<file path="src/rtl/timer_pkg.sv">
// Shared types and defaults for the countdown timer sequencing controller.
// Holds the FSM state encoding, the preset validity check and default timing.
package timer_pkg;

  localparam int DEB_DEFAULT   = 16;
  localparam int ALARM_DEFAULT = 10;

  typedef enum logic [2:0] {
    IDLE,
    SETUP,
    READY,
    RUN,
    PAUSED,
    ALARM
  } state_e;

  // mm:ss in BCD; both tens digits are limited to 5 and an all-zero preset is rejected
  function automatic logic bcd_valid(input logic [15:0] v);
    logic ok;
    ok = (v[15:12] <= 4'd5) && (v[11:8] <= 4'd9) &&
         (v[7:4]   <= 4'd5) && (v[3:0]  <= 4'd9);
    return ok && (v != 16'h0000);
  endfunction

endpackage

</file>
<file path="src/rtl/timer_ctrl_if.sv">
// Front-end / back-end signal bundle of the timer controller.
// The controller uses the slave view; the driving environment uses the master view.
interface timer_ctrl_if;
  logic        pause;
  logic        clr;
  logic        cfg;
  logic        salve;
  logic [15:0] key_val;
  logic        tick;
  logic        cnt_zero;
  logic        cnt_load;
  logic [15:0] cnt_preset;
  logic        cnt_dec;
  logic        blank;
  logic        tim1;
  logic        tim2;
  logic        key_err;

  modport master (
    output pause, clr, cfg, salve, key_val, tick, cnt_zero,
    input  cnt_load, cnt_preset, cnt_dec, blank, tim1, tim2, key_err
  );

  modport slave (
    input  pause, clr, cfg, salve, key_val, tick, cnt_zero,
    output cnt_load, cnt_preset, cnt_dec, blank, tim1, tim2, key_err
  );
endinterface

</file>
<file path="src/rtl/timer_ctrl_btn_cond.sv">
// Push-button conditioner: 2-FF synchroniser, debounce counter and a one-cycle
// pulse on each accepted press (debounced 1 -> 0 transition).
module btn_cond #(
  parameter int DEB_CYCLES = 16
) (
  input  logic clk,
  input  logic rst_i,
  input  logic btn_i,
  output logic press_o
);

  localparam int CW = (DEB_CYCLES > 2) ? $clog2(DEB_CYCLES) : 1;
  localparam logic [CW-1:0] LAST = CW'(DEB_CYCLES - 1);

  logic          sync1_q, sync2_q;
  logic          level_q, level_d;
  logic [CW-1:0] cnt_q, cnt_d;
  logic          press_q, press_d;

  always_ff @(posedge clk) begin
    if (rst_i) begin
      sync1_q <= 1'b1;
      sync2_q <= 1'b1;
      level_q <= 1'b1;
      cnt_q   <= '0;
      press_q <= 1'b0;
    end else begin
      sync1_q <= btn_i;
      sync2_q <= sync1_q;
      level_q <= level_d;
      cnt_q   <= cnt_d;
      press_q <= press_d;
    end
  end

  // Any sample equal to the accepted level restarts the stability count
  always_comb begin
    level_d = level_q;
    cnt_d   = '0;
    press_d = 1'b0;
    if (sync2_q != level_q) begin
      if (cnt_q == LAST) begin
        level_d = sync2_q;
        press_d = ~sync2_q;
      end else begin
        cnt_d = cnt_q + CW'(1);
      end
    end
  end

  assign press_o = press_q;

endmodule

</file>
<file path="src/rtl/timer_ctrl.sv">
// Sequencing controller for the keypad-set countdown timer: conditions the
// buttons, latches the preset and strobes the down-counter.
module timer_ctrl
  import timer_pkg::*;
#(
  parameter int DEB_CYCLES  = DEB_DEFAULT,
  parameter int ALARM_TICKS = ALARM_DEFAULT
) (
  input  logic        clk,
  input  logic        reseta,
  timer_ctrl_if.slave bus
);

  localparam int AW = (ALARM_TICKS > 2) ? $clog2(ALARM_TICKS) : 1;
  localparam logic [AW-1:0] ALARM_LAST = AW'(ALARM_TICKS - 1);

  state_e          state_q, state_d;
  logic [15:0]     preset_q, preset_d;
  logic [AW-1:0]   acnt_q, acnt_d;
  logic            load_q, load_d;
  logic            dec_q, dec_d;
  logic            err_q, err_d;
  logic            blank_q, blank_d;
  logic            p_pause, p_clr;

  btn_cond #(.DEB_CYCLES(DEB_CYCLES)) u_pause (
    .clk(clk), .rst_i(reseta), .btn_i(bus.pause), .press_o(p_pause)
  );

  btn_cond #(.DEB_CYCLES(DEB_CYCLES)) u_clr (
    .clk(clk), .rst_i(reseta), .btn_i(bus.clr), .press_o(p_clr)
  );

  always_ff @(posedge clk) begin
    if (reseta) begin
      state_q  <= IDLE;
      preset_q <= '0;
      acnt_q   <= '0;
      load_q   <= 1'b0;
      dec_q    <= 1'b0;
      err_q    <= 1'b0;
      blank_q  <= 1'b0;
    end else begin
      state_q  <= state_d;
      preset_q <= preset_d;
      acnt_q   <= acnt_d;
      load_q   <= load_d;
      dec_q    <= dec_d;
      err_q    <= err_d;
      blank_q  <= blank_d;
    end
  end

  // Button presses beat cfg and tick; clr beats pause everywhere it matters
  always_comb begin
    state_d  = state_q;
    preset_d = preset_q;
    acnt_d   = acnt_q;
    load_d   = 1'b0;
    dec_d    = 1'b0;
    err_d    = 1'b0;
    blank_d  = blank_q;
    unique case (state_q)
      IDLE: begin
        if (bus.cfg) state_d = SETUP;
      end
      SETUP: begin
        if (bus.salve) begin
          if (bcd_valid(bus.key_val)) preset_d = bus.key_val;
          else                        err_d    = 1'b1;
        end
        if (!bus.cfg) begin
          if (preset_d != 16'h0000) begin
            state_d = READY;
            load_d  = 1'b1;
          end else begin
            state_d = IDLE;
          end
        end
      end
      READY: begin
        if (p_clr)        load_d  = 1'b1;
        else if (p_pause) state_d = RUN;
        else if (bus.cfg) state_d = SETUP;
      end
      RUN: begin
        if (p_clr) begin
          state_d = READY;
          load_d  = 1'b1;
        end else if (p_pause) begin
          state_d = PAUSED;
        end else if (bus.tick) begin
          if (bus.cnt_zero) begin
            state_d = ALARM;
            acnt_d  = '0;
            blank_d = 1'b0;
          end else begin
            dec_d = 1'b1;
          end
        end
      end
      PAUSED: begin
        if (p_clr) begin
          state_d = READY;
          load_d  = 1'b1;
        end else if (p_pause) begin
          state_d = RUN;
        end
      end
      ALARM: begin
        if (p_clr || p_pause || (bus.tick && acnt_q == ALARM_LAST)) begin
          state_d = READY;
          load_d  = 1'b1;
          blank_d = 1'b0;
        end else if (bus.tick) begin
          acnt_d  = acnt_q + AW'(1);
          blank_d = ~blank_q;
        end
      end
      default: state_d = IDLE;
    endcase
  end

  assign bus.cnt_load   = load_q;
  assign bus.cnt_preset = preset_q;
  assign bus.cnt_dec    = dec_q;
  assign bus.key_err    = err_q;
  assign bus.blank      = blank_q;
  assign bus.tim1       = (state_q == RUN);
  assign bus.tim2       = (state_q == ALARM);

endmodule
</file>
<file path="src/flat_wrapper.sv">
// flat-port wrapper written by rule: the top's interface ports become plain ports
module timer_ctrl_flat import timer_pkg::*;
#(
  parameter int DEB_CYCLES  = DEB_DEFAULT,
  parameter int ALARM_TICKS = ALARM_DEFAULT
)
  (clk, reseta, bus_pause, bus_clr, bus_cfg, bus_salve, bus_key_val, bus_tick, bus_cnt_zero, bus_cnt_load, bus_cnt_preset, bus_cnt_dec, bus_blank, bus_tim1, bus_tim2, bus_key_err);
  timer_ctrl_if bus_i ();
  input  logic clk;
  input  logic reseta;
  input wire logic [$bits(bus_i.pause)-1:0] bus_pause;
  input wire logic [$bits(bus_i.clr)-1:0] bus_clr;
  input wire logic [$bits(bus_i.cfg)-1:0] bus_cfg;
  input wire logic [$bits(bus_i.salve)-1:0] bus_salve;
  input wire logic [$bits(bus_i.key_val)-1:0] bus_key_val;
  input wire logic [$bits(bus_i.tick)-1:0] bus_tick;
  input wire logic [$bits(bus_i.cnt_zero)-1:0] bus_cnt_zero;
  output wire logic [$bits(bus_i.cnt_load)-1:0] bus_cnt_load;
  output wire logic [$bits(bus_i.cnt_preset)-1:0] bus_cnt_preset;
  output wire logic [$bits(bus_i.cnt_dec)-1:0] bus_cnt_dec;
  output wire logic [$bits(bus_i.blank)-1:0] bus_blank;
  output wire logic [$bits(bus_i.tim1)-1:0] bus_tim1;
  output wire logic [$bits(bus_i.tim2)-1:0] bus_tim2;
  output wire logic [$bits(bus_i.key_err)-1:0] bus_key_err;
  assign bus_i.pause = bus_pause;
  assign bus_i.clr = bus_clr;
  assign bus_i.cfg = bus_cfg;
  assign bus_i.salve = bus_salve;
  assign bus_i.key_val = bus_key_val;
  assign bus_i.tick = bus_tick;
  assign bus_i.cnt_zero = bus_cnt_zero;
  assign bus_cnt_load = bus_i.cnt_load;
  assign bus_cnt_preset = bus_i.cnt_preset;
  assign bus_cnt_dec = bus_i.cnt_dec;
  assign bus_blank = bus_i.blank;
  assign bus_tim1 = bus_i.tim1;
  assign bus_tim2 = bus_i.tim2;
  assign bus_key_err = bus_i.key_err;
  timer_ctrl #(.DEB_CYCLES(DEB_CYCLES), .ALARM_TICKS(ALARM_TICKS)) u_core (.clk(clk), .reseta(reseta), .bus(bus_i));
endmodule
</file>
<file path="config.mk">
export PLATFORM = sky130hd
export DESIGN_NAME = timer_ctrl_flat
export DESIGN_NICKNAME = d
export VERILOG_FILES = /design/src/rtl/timer_pkg.sv /design/src/rtl/timer_ctrl_if.sv /design/src/rtl/timer_ctrl_btn_cond.sv /design/src/rtl/timer_ctrl.sv /design/src/flat_wrapper.sv
export SDC_FILE = /design/constraint.sdc
export NUM_CORES = 1
export LEC_CHECK = 0
export ABC_CLOCK_PERIOD_IN_PS = 4800
export CORE_MARGIN = 2
export CORE_UTILIZATION = 42
export DETAILED_ROUTE_END_ITERATION = 12
export GPL_ROUTABILITY_DRIVEN = 0
export PLACE_DENSITY = 0.74
export RECOVER_POWER = 25
export SLEW_MARGIN = 20
export SYNTH_ARGS = -nofsm -noshare
export SYNTH_HDL_FRONTEND = slang
export SYNTH_SLANG_ARGS = --single-unit
</file>
<file path="constraint.sdc">
create_clock -name clk -period 4.8 [get_ports clk]
set_input_delay 0.48 -clock clk [delete_from_list [all_inputs] [get_ports clk]]
set_output_delay 0.48 -clock clk [all_outputs]
set_load 0.05 [all_outputs]
</file>
# Word level (Yosys, flattened, before mapping)
# Cells that the tools add are included.
[totals]
reg_bits = 43
in_bits = 24
elab_cells = 118
[classes]
addsub = 3
muxes = 37
n_reduce_logical = 23
bitwise = 11
n_eq_ne = 23
magnitude_cmp = 4
[op_table]
columns = ["cell", "n"]
rows = [
  ["$mux W16", 3],
  ["$mux W3", 11],
  ["$reduce_bool A16 Y1", 2],
  ["$mux W4", 6],
  ["$pmux W3 S6", 1],
  ["$reduce_or A3 Y1", 6],
  ["$ne A2 B2 Y1 const B", 8],
  ["$add A4 B1 Y4 const B", 3],
  ["$eq A4 B4 Y1 const B", 3],
  ["$mux W1", 12],
  ["$reduce_and A6 Y1", 2],
  ["$not A1 Y1", 11],
  ["$le A4 B3 Y1 const B", 2],
  ["$le A4 B4 Y1 const B", 2],
  ["$ne A4 B2 Y1 const B", 2],
  ["$pmux W4 S2", 1],
  ["$reduce_and A7 Y1", 1],
  ["$eq A3 B2 Y1 const B", 2],
  ["$eq A3 B3 Y1 const B", 2],
  ["$logic_and A1 B1 Y1", 5],
  ["$reduce_or A5 Y1", 1],
  ["$reduce_and A2 Y1", 2],
  ["$eq A3 B1 Y1 const B", 1],
  ["$logic_not A3 Y1", 1],
  ["other kinds (9)", 11],
]

# Longest topological paths before layout
# Gate-level depths: netlist (run 1).
[depth]
word_depth = 12
depth_mapped = 8

# Cells and area by module
# From an unflattened synthesis (run 1), not the netlist that was laid out.
[hier_totals]
cells_unflattened = 218
hier_area_um2 = 1931.9
[modules_own_cells]
columns = ["mod", "area_each_um2", "cells_per_inst", "instances"]
rows = [
  ["timer_ctrl", 1361.3, 166, 1],
  ["btn_cond", 285.3, 26, 2],
]

# Worst setup path after synthesis (run 1)
# Ideal clock, no wire load.
[synth_path]
kind = "register to register"
start = "register u_core.state_q[1]"
end = "register u_core.state_q[2]"
setup_ns = 0.128
slack_ns = 3.067
period_less_slack_ns = 1.733
required_ns = 4.672
t_arrival_ns = 1.606
stages_incl_launch_ff = 8
path_cell_list = "dfxtp_1 buf_4 nand3b_4 inv_1 o2bb2ai_1 a221oi_2 mux2i_1 nor2_1"
[synth_via]
elab_chain_len = 3
elab_cells_between_ends = 14
cone_classes = "eq/ne (11); mux (1); reduce/logical (2)"
[synth_rtl]
columns = ["element", "line", "text"]
rows = [
  ["from (decl)", "timer_ctrl.sv:17", "state_e state_q, state_d;"],
  ["from (signal assigned)", "timer_ctrl.sv:44", "state_q <= state_d;"],
  ["$eq A3 B2 Y1 (*)", "--", ""],
  ["net bus_tim1", "flat_wrapper.sv:22", "output wire logic [$bits(bus_i.tim1)-1:0] bus_tim1;"],
  ["$ne A4 B2 Y1 (no source line)", "--", ""],
  ["$reduce_and A6 Y1 (no source line)", "--", ""],
]
# Mark *: on every way through the listed nets, which the timed path passes. The rest lies on a longest branch.
# A chain may end at the register's enable or synchronous reset.

# Worst setup path after layout (run 1)
[layout_path]
start = "register u_core.state_q[0]"
end = "output port bus_tim2"
[layout_via]
elab_chain_len = 1
[layout_rtl]
columns = ["element", "line", "text"]
rows = [
  ["$eq A3 B3 Y1", "timer_ctrl.sv:130", "assign bus.tim2 = (state_q == ALARM);"],
  ["to (decl)", "flat_wrapper.sv:23", "output wire logic [$bits(bus_i.tim2)-1:0] bus_tim2;"],
]
# Every way passes these cells.

==> results of run 1 <==
==> flip-flops by register name, indices dropped and copies added, names as in the netlist <==
| name | cells |
|---|---|
| u_core.u_clr.level_q | 1 |
| u_core.u_pause.cnt_q | 4 |
| u_core.u_pause.sync2_q | 1 |
| u_core.acnt_q | 4 |
| u_core.bus.cnt_preset | 16 |
| u_core.u_pause.sync1_q | 1 |
| u_core.u_pause.press_o | 1 |
| u_core.state_q | 3 |
| u_core.u_clr.sync2_q | 1 |
| u_core.bus.blank | 1 |
| u_core.u_clr.cnt_q | 4 |
| u_core.u_pause.level_q | 1 |
| u_core.u_clr.press_o | 1 |
| u_core.bus.cnt_dec | 1 |
| u_core.bus.key_err | 1 |
| u_core.u_clr.sync1_q | 1 |
| u_core.bus.cnt_load | 1 |
==> per-stage QoR <==
stage | hold WS [ns] | cell area (sq um)
finish | 0.415 | 2490
global route | 0.437 | 2490
CTS | 0.417 | 2500
detailed placement | 0.395 | 2410
global placement | 0.401 | 2410
floorplan | 0.389 | 1930
==> worst max-delay path: cells and delay by family (launching register included) <==
family	cells	cell delay [ns]
buf+inv	2	0.92
flops	1	0.64
simple gates	1	0.21
==> cell usage in the layout, fill, tap and decap left out, types with 2 or more instances in the layout <==
cell,instances
a211oi_1,3
a21oi_1,6
and3_1,3
clkbuf_1,2
clkbuf_8,5
clkdlybuf4s50_1,44
dfxtp_1,43
ha_1,4
inv_1,6
mux2i_1,17
nand2_1,10
nand2b_1,3
nand3_1,4
nor2_1,35
nor3_1,5
nor3b_1,2
nor4_1,8
nor4b_1,2
o211ai_1,2
o21a_1,3
o21ai_0,4
o32a_1,2
or2_2,4
xnor2_1,5
xor2_1,4
==> worst max-delay path by stage <==
stage | cells after the start | endpoint | slack (ns) | start
finish | 3 | bus_tim2 | 2.27 | u_core.state_q[0]
global route | 5 | u_core.state_q[1] | 2.03 | reseta
CTS | 3 | bus_tim2 | 2.26 | u_core.state_q[0]
detailed placement | 7 | u_core.bus.cnt_preset[6] | 2.08 | bus_key_val[6]
global placement | 7 | u_core.bus.cnt_preset[6] | 2.15 | bus_key_val[6]
floorplan | 7 | u_core.state_q[2] | 3.07 | u_core.state_q[1]
==> metal layers <==
layer  global-route usage  vias to the layer above  wire, um
met5                    0                        -         0
met4               0.0671                        0        63
met3               0.0520                        5       269
met2                0.261                       43      1670
met1                0.190                      698      1770
li1                     -                      817         -
==> cells by family after synthesis <==
| family | count (synthesis) | share of synthesized area |
|---|---|---|
| XOR/XNOR | 9 | 0.0408 |
| multiplexers | 17 | 0.0880 |
| adder cells (fa/ha/maj) | 4 | 0.0259 |
| AND/OR/NAND/NOR | 88 | 0.252 |
| AO/OA/AOI/OAI | 29 | 0.107 |
| buffers and inverters | 15 | 0.0408 |
| flip-flops | 43 | 0.445 |
==> power breakdown <==
| group | switching (mW) | leakage, nW | internal, mW |
|---|---|---|---|
| clock network | 0.117 | 0.0412 | 0.102 |
| logic | 0.0243 | 0.555 | 0.0287 |
| registers | 0.00548 | 0.348 | 0.360 |
| total | 0.147 | 0.944 | 0.490 |
==> layout make-up <==
cell class,instances,area [sq um]
Clock buffer,6,72.6
Clock inverter,2,12.5
Fill cell,395,1890
Inverter,6,22.5
Multi-Input combinational cell,147,998
Sequential cell,43,861
Tap cell,52,65.1
Timing Repair Buffer,47,462
==> qor.csv, run 1 <==
stage,metric,value,unit
status,status,"finished, violations left",
clock_network,"CTS clk-pin slew, worst paths",0.08,ns
sta,unrepaired setup endpoints after global routing,no,
power,Cell Pwr Density,255,mW/mm^2
synth,post-synthesis cell type count,45,
sta,fin crit share,0.528,
sta,fin. max-slew vios,39,
synth,Ys Warns,0,
floorplan,Die X,71.8,um
global_route,total gr overflow,0,
sta,Worst slew margin,-0.0305,
layout,Layout Utilization,0.569,
drt,final wirelength,3.77,mm
floorplan,Die ar.,0.00516,sq mm
sta,Final Hold Viols,0,
layout,Area Growth Syn to Fin,29.0,%
clock_network,number of setup buffers added after CTS,0,
synth,most frequent cell after synthesis,dfxtp_1,
synth,Syn Inst Count,205,
global_route,GRT Overall Usage,0.159,
clock_network,H-Tree Depth,2,
critical_path,startpoint type of the worst setup path,flip-flop,
critical_path,Critical Path RT,4.32,ns
clock_network,post-CTS sizing,0,
synth,"Seq/Total Area, Yosys",0.445,
sta,setup violators final,0,
placed_design,Post-Place Cells,295,
layout,nets,278,
sta,Worst Max-Slew Pin Slew,1.55,ns
synth,number of synthesized flops with an enable pin,0,
synth,ys flop type,dfxtp_1,
floorplan,Die Y-Extent,71.8,um
drt,Vias/cell,5.16,
hold_path,Hold Path Class,reg2reg,
floorplan,# IOs,46,
drt,first-iteration detailed-routing DRC count,78,
synth,mapped cell area,0.00193,sq mm
sta,fin crit period,2.53,ns
critical_path,CP max stage delay,0.80,ns
synth,cell taking the most area after synthesis,dfxtp_1,
critical_path,WP data arrival,2.05,ns
placed_design,post-detailed-placement half-perimeter wirelength,2.78,mm
floorplan,Core ar.,0.00438,sq mm
placed_design,IO Port Bufs,45,
status,failing checks,"max-capacitance violations, max-slew violations",
floorplan,Initial Util,0.441,
synth,Yosys top cell area share,0.445,
power,Pleak,0.944,nW
critical_path,crit path cell chain,nand3b_2 > inv_1 > clkdlybuf4s50_1,
layout,share of post-route cells with drive strength above 1,0.0797,
critical_path,CP max FO,14,
critical_path,Register-to-Register Path Depth,6,
global_route,largest net degree at the start of global routing,39,
synth,Post-synth top cells,"dfxtp_1, nor2_1, mux2i_1",
drt,DRC viols,0,
critical_path,Reg2Reg Setup Slack,2.38,ns
critical_path,CP max stage cell,clkdlybuf4s50_1,
hold_path,hold_sp,u_core.u_clr.sync1_q,
critical_path,R2R Path Start,u_core.state_q[0],
placed_design,pre-CTS WS,2.08,ns
global_route,vias in the first global route,1505,
drt,Detail Route Antenna Nets,0,
global_route,global-route wire length before repair,6.51,mm
clock_network,CTS tree,yes,
clock_network,hold_buf cts,0,
floorplan,row cnt,24,
critical_path,crit path capture type,output port,
hold_path,WHS Path Cells,1,
critical_path,WS Path Type,reg2out,
synth,"FF+latch count, synth",43,
layout,ant diodes,0,
critical_path,Worst R2R End,u_core.bus.cnt_preset[6],
drt,via count,1563,
run,maxcap violations,1,
clock_network,CTS sink cnt,43,
sta,Layout Skew,0.00213,ns
synth,"top cells by area, synth","dfxtp_1, mux2i_1, nor2_1",
clock_network,Max clock buf depth,2,
clock_network,CTS root buffer,clkbuf_8,
synth,"Async S/R FF share, synth",0,
power,total power draw,0.637,mW
sta,fmax,0.395,GHz
hold_path,Worst Hold Path EP,u_core.u_clr.sync2_q,
sta,PnR worst setup slack,2.27,ns
synth,Mapped Nets,233,
drt,drt first pass iters,4,
drt,routed len/inst,12.5,um
synth,average size of a mapped cell,9.43,sq um
power,Max IR drop VDD,0.194,mV
sta,Setup TNS Final,0,ns
layout,Finished Layout Cells,303,
clock_network,"Clk Latency, worst-skew pair",0.29,ns
global_route,initial antenna violation count,0,
clock_network,cts bufs inserted,5,
No activity file was read; power rests on OpenSTA's default activity.
==> run 2, diff against run 1 <==
Settings changed: ABC_CLOCK_PERIOD_IN_PS 4800 to 2100, PLACE_DENSITY 0.74 to 0.77.
Clock period 4.8 ns to 2.1 ns, I/O delays scaled along.
==> run 2 against run 1 <==
The flow now finishes without violations. Die area unchanged. Sequential power up 130%. Clock power up 130%. Critical path type is now reg2reg.
==> qor.csv, run 2 (synthesis gave the netlist of run 1 again) <==
stage,metric,value,unit
power,Cell Pwr Density,583,mW/mm^2
sta,Worst Max-Slew Pin Slew,0.712,ns
critical_path,crit path capture type,flip-flop,
critical_path,startpoint type of the worst setup path,flip-flop,
drt,first-iteration detailed-routing DRC count,71,
hold_path,hold_sp,u_core.u_pause.sync1_q,
status,status,completed,
sta,hold slack,0.414,ns
global_route,largest net degree at the start of global routing,39,
layout,final instance area,0.00250,sq mm
floorplan,Initial Util,0.441,
power,Max IR drop VDD,0.370,mV
critical_path,Critical path origin,u_core.state_q[0],
clock_network,hold_buf cts,0,
placed_design,post-detailed-placement half-perimeter wirelength,2.97,mm
clock_network,"CTS clk-pin slew, worst paths",0.08,ns
clock_network,post-CTS sizing,0,
critical_path,CP max stage delay,0.64,ns
placed_design,IO Port Bufs,45,
sta,Worst slew margin,0.525,
drt,drt first pass iters,4,
clock_network,H-Tree Depth,2,
global_route,global-route wire length before repair,6.67,mm
critical_path,R2R Path Start,u_core.state_q[0],
critical_path,WS Path Type,reg2reg,
layout,Layout Utilization,0.571,
drt,Vias/cell,5.27,
floorplan,Die ar.,0.00516,sq mm
global_route,vias in the first global route,1532,
run,maxcap violations,0,
clock_network,CTS tree,yes,
drt,DRC viols,0,
global_route,GRT Overall Usage,0.162,
layout,ant diodes,0,
critical_path,CP max stage cell,dfxtp_1,
placed_design,Post-DP Area,0.00243,sq mm
clock_network,CTS root buffer,clkbuf_8,
clock_network,number of setup buffers added after CTS,0,
critical_path,Reg2Reg Setup Slack,0.22,ns
layout,"commonest non-fill, non-tap cell in the layout",dfxtp_1,
global_route,total gr overflow,0,
drt,via count,1606,
layout,nets,280,
critical_path,WP data arrival,2.03,ns
sta,setup violators final,0,
power,total power draw,1.46,mW
sta,unrepaired setup endpoints after global routing,no,
clock_network,CTS sink cnt,43,
clock_network,Max clock buf depth,2,
clock_network,cts bufs inserted,5,
layout,most frequent cells in the layout,"dfxtp_1, clkdlybuf4s50_1, nor2_1",
sta,fin crit period,1.88,ns
floorplan,# IOs,46,
floorplan,Core ar.,0.00438,sq mm
critical_path,Critical Path RT,2.25,ns
layout,Largest register FFs,16,
power,Pleak,0.961,nW
floorplan,Die Y-Extent,71.8,um
sta,fmax,0.531,GHz
critical_path,"delay-heaviest family, CP",simple AND/OR/NAND/NOR gates,
layout,Area Growth Syn to Fin,29.6,%
drt,routed len/inst,12.8,um
sta,Setup TNS Final,0,ns
critical_path,critical path buffer and inverter count,1,
global_route,initial antenna violation count,0,
floorplan,Die X,71.8,um
floorplan,row cnt,24,
critical_path,CP max FO,14,
clock_network,"Clk Latency, worst-skew pair",0.29,ns
critical_path,crit path cell chain,nor3b_2 > nand2_1 > nor3_2 > buf_4 > mux2i_1 > nor2_1,
hold_path,Hold Path Class,reg2reg,
drt,final wirelength,3.92,mm
drt,Detail Route Antenna Nets,0,
sta,Layout Skew,0.00510,ns
layout,share of post-route cells with drive strength above 1,0.0988,
sta,fin crit share,0.897,
sta,Final Hold Viols,0,
sta,fin. max-slew vios,0,
run 2: cell count changes in the layout (fill, tap and decap cells not counted):
cell and change:
clkdlybuf4s50_1 -2, buf_4 +4, clkbuf_1 -1, clkbuf_2 +1
run 2: metrics by stage:
step                      cells  setup WS (ns)
after floorplan             205          0.367
after CTS                   305          0.243
after detailed placement    297          0.155
after global placement      297          0.214
final                       305          0.216
after global routing        305         0.0684
run 2: path summary, 6_finish.rpt:
kind | cells past startpoint | end
setup reg to reg | 6 | u_core.bus.cnt_preset[14]
hold / removal | 1 | u_core.u_pause.sync2_q
setup / recovery | 6 | u_core.bus.cnt_preset[14]
hold reg to reg | 1 | u_core.u_pause.sync2_q
run 2: layer usage:
| metal | track usage | vias to the layer above | wire length (um) |
|---|---|---|---|
| met5 | 0 | - | 0 |
| met2 | 0.262 | 51 | 1860 |
| met4 | 0.0545 | 0 | 27 |
| li1 | - | 816 | - |
| met3 | 0.0591 | 4 | 310 |
| met1 | 0.199 | 735 | 1720 |
run 2: power by group:
group	switching [mW]	internal [mW]	leakage, nW
Combinational	0.0559	0.0671	0.572
Sequential	0.0127	0.823	0.348
Clock	0.268	0.232	0.0412
run 2: area by class of cell:
| class | instances | area (sq um) |
|---|---|---|
| clock buffer | 6 | 72.6 |
| clock inverter | 2 | 12.5 |
| fill | 391 | 1880 |
| inverter | 6 | 22.5 |
| multi-input combinational | 147 | 998 |
| sequential | 43 | 861 |
| tap | 52 | 65.1 |
| timing repair buffer | 49 | 473 |
run 2: worst register-to-register path: stages, from the launching register on:
cell	delay, ns
dfxtp_1	0.64
nor3b_2	0.31
nand2_1	0.11
nor3_2	0.17
buf_4	0.23
mux2i_1	0.22
nor2_1	0.06
==> run 3, diff against run 2 <==
Settings changed: CORE_UTILIZATION 42 to 44, PLACE_DENSITY 0.77 to 0.8.
==> run 3 against run 2 <==
Flip-flop and latch count stayed put. Global-route usage is 0.40 points higher. Final cell count is 0.66% higher. Non-clock buffer count is 2 higher. Cell area is 0.45% higher. Fmax is 1.3% higher. Critical path depth is 2 lower. Sequential share of layout area is 0.15 points lower. Clock skew is 0.0014 ns lower. Clock power hardly changed. Largest cell class unchanged.
==> qor.csv, run 3 (synthesis gave the netlist of run 1 again) <==
stage,metric,value,unit
clock_network,post-CTS sizing,0,
clock_network,Max clock buf depth,2,
sta,Worst Max-Slew Pin Slew,1.04,ns
clock_network,CTS sink cnt,43,
layout,share of post-route cells with drive strength above 1,0.102,
layout,most frequent cells in the layout,"dfxtp_1, clkdlybuf4s50_1, nor2_1",
clock_network,hold_buf cts,0,
critical_path,WP data arrival,2.03,ns
sta,setup violators final,0,
power,Max IR drop VDD,0.316,mV
drt,DRC viols,0,
layout,Area Growth Syn to Fin,30.2,%
clock_network,CTS root buffer,clkbuf_8,
drt,drt first pass iters,4,
critical_path,Critical Path RT,2.27,ns
clock_network,"Clk Latency, worst-skew pair",0.29,ns
critical_path,crit path capture type,flip-flop,
drt,routed len/inst,12.9,um
critical_path,CP max stage cell,clkbuf_1,
clock_network,cts bufs inserted,5,
layout,ant diodes,0,
drt,Detail Route Antenna Nets,0,
hold_path,Hold Path Class,reg2reg,
sta,unrepaired setup endpoints after global routing,no,
global_route,GRT Overall Usage,0.166,
global_route,initial antenna violation count,0,
layout,Largest register FFs,16,
critical_path,"delay-heaviest family, CP",buffers and inverters,
sta,fin crit share,0.886,
global_route,total gr overflow,0,
drt,first-iteration detailed-routing DRC count,89,
run,maxcap violations,0,
sta,Worst slew margin,0.309,
power,Cell Pwr Density,582,mW/mm^2
clock_network,CTS tree,yes,
clock_network,number of setup buffers added after CTS,0,
sta,fin crit period,1.86,ns
sta,hold slack,0.411,ns
clock_network,H-Tree Depth,2,
sta,PnR worst setup slack,0.240,ns
global_route,global-route wire length before repair,6.55,mm
drt,via count,1659,
clock_network,"CTS clk-pin slew, worst paths",0.08,ns
layout,nets,282,
floorplan,row cnt,24,
global_route,largest net degree at the start of global routing,26,
power,Pleak,0.967,nW
critical_path,startpoint type of the worst setup path,input port,
sta,fin. max-slew vios,0,
floorplan,Die Y-Extent,70.3,um
drt,Vias/cell,5.40,
placed_design,IO Port Bufs,45,
layout,"commonest non-fill, non-tap cell in the layout",dfxtp_1,
critical_path,CP max stage delay,0.77,ns
drt,final wirelength,3.95,mm
critical_path,crit path cell chain,dlygate4sd3_1 > clkbuf_1 > clkbuf_2 > nor3_1,
global_route,vias in the first global route,1522,
sta,fmax,0.538,GHz
floorplan,Die X,70.3,um
critical_path,WS Path Type,in2reg,
floorplan,# IOs,46,
critical_path,critical path buffer and inverter count,3,
floorplan,Die ar.,0.00494,sq mm
sta,Setup TNS Final,0,ns
status,status,completed,
critical_path,CP max FO,25,
floorplan,Initial Util,0.450,
placed_design,pre-CTS WS,0.0379,ns
sta,Layout Skew,0.00365,ns
sta,Final Hold Viols,0,
floorplan,Core ar.,0.00429,sq mm
placed_design,post-detailed-placement half-perimeter wirelength,2.96,mm
[run 3: cell count changes in the layout (fill, tap and decap cells not counted)]
cell | previous run | this run
buf_4 | 5 | 6
clkbuf_1 | 1 | 2
[run 3: cell type report]
| cell class | count | area [sq um] |
|---|---|---|
| fill | 404 | 1780 |
| multi-input combinational | 147 | 998 |
| sequential | 43 | 861 |
| timing repair buffer | 51 | 484 |
| clock buffer | 6 | 72.6 |
| tap | 52 | 65.1 |
| inverter | 6 | 22.5 |
| clock inverter | 2 | 12.5 |
[run 3: path summary, 6_finish.rpt]
check | from | endpoint | slack, ns | cells after the start
worst min register to register | u_core.u_pause.sync1_q | u_core.u_pause.sync2_q | 0.41 | 1
worst min-delay path | u_core.u_pause.sync1_q | u_core.u_pause.sync2_q | 0.41 | 1
worst max-delay path | reseta | u_core.bus.key_err | 0.24 | 4
worst max register to register | u_core.state_q[0] | u_core.bus.cnt_preset[1] | 0.24 | 6
[run 3: routing by layer]
metal / up-vias / share of wire / global-route usage / wire length (um)
li1: 823 / - / - / -
met1: 782 / 0.43 / 0.197 / 1700
met2: 50 / 0.48 / 0.274 / 1920
met3: 4 / 0.071 / 0.0577 / 282
met4: 0 / 0.013 / 0.0641 / 50
met5: - / 0 / 0 / 0
[run 3: power by group]
part / internal (mW) / switching, mW
Clock: 0.232 / 0.269
Combinational: 0.0696 / 0.0591
Sequential: 0.823 / 0.0108
Total: 1.13 / 0.339
[run 3: through the flow]
stage,utilization,power [mW],std cells,instance area [sq um]
4_1_cts,0.587,1.48,307,2520
2_1_floorplan,-,0.911,205,1930
6_report,0.586,1.46,307,2520
5_1_grt,0.586,1.53,307,2520
3_3_place_gp,0.568,0.982,299,2440
3_5_place_dp,0.568,0.983,299,2440
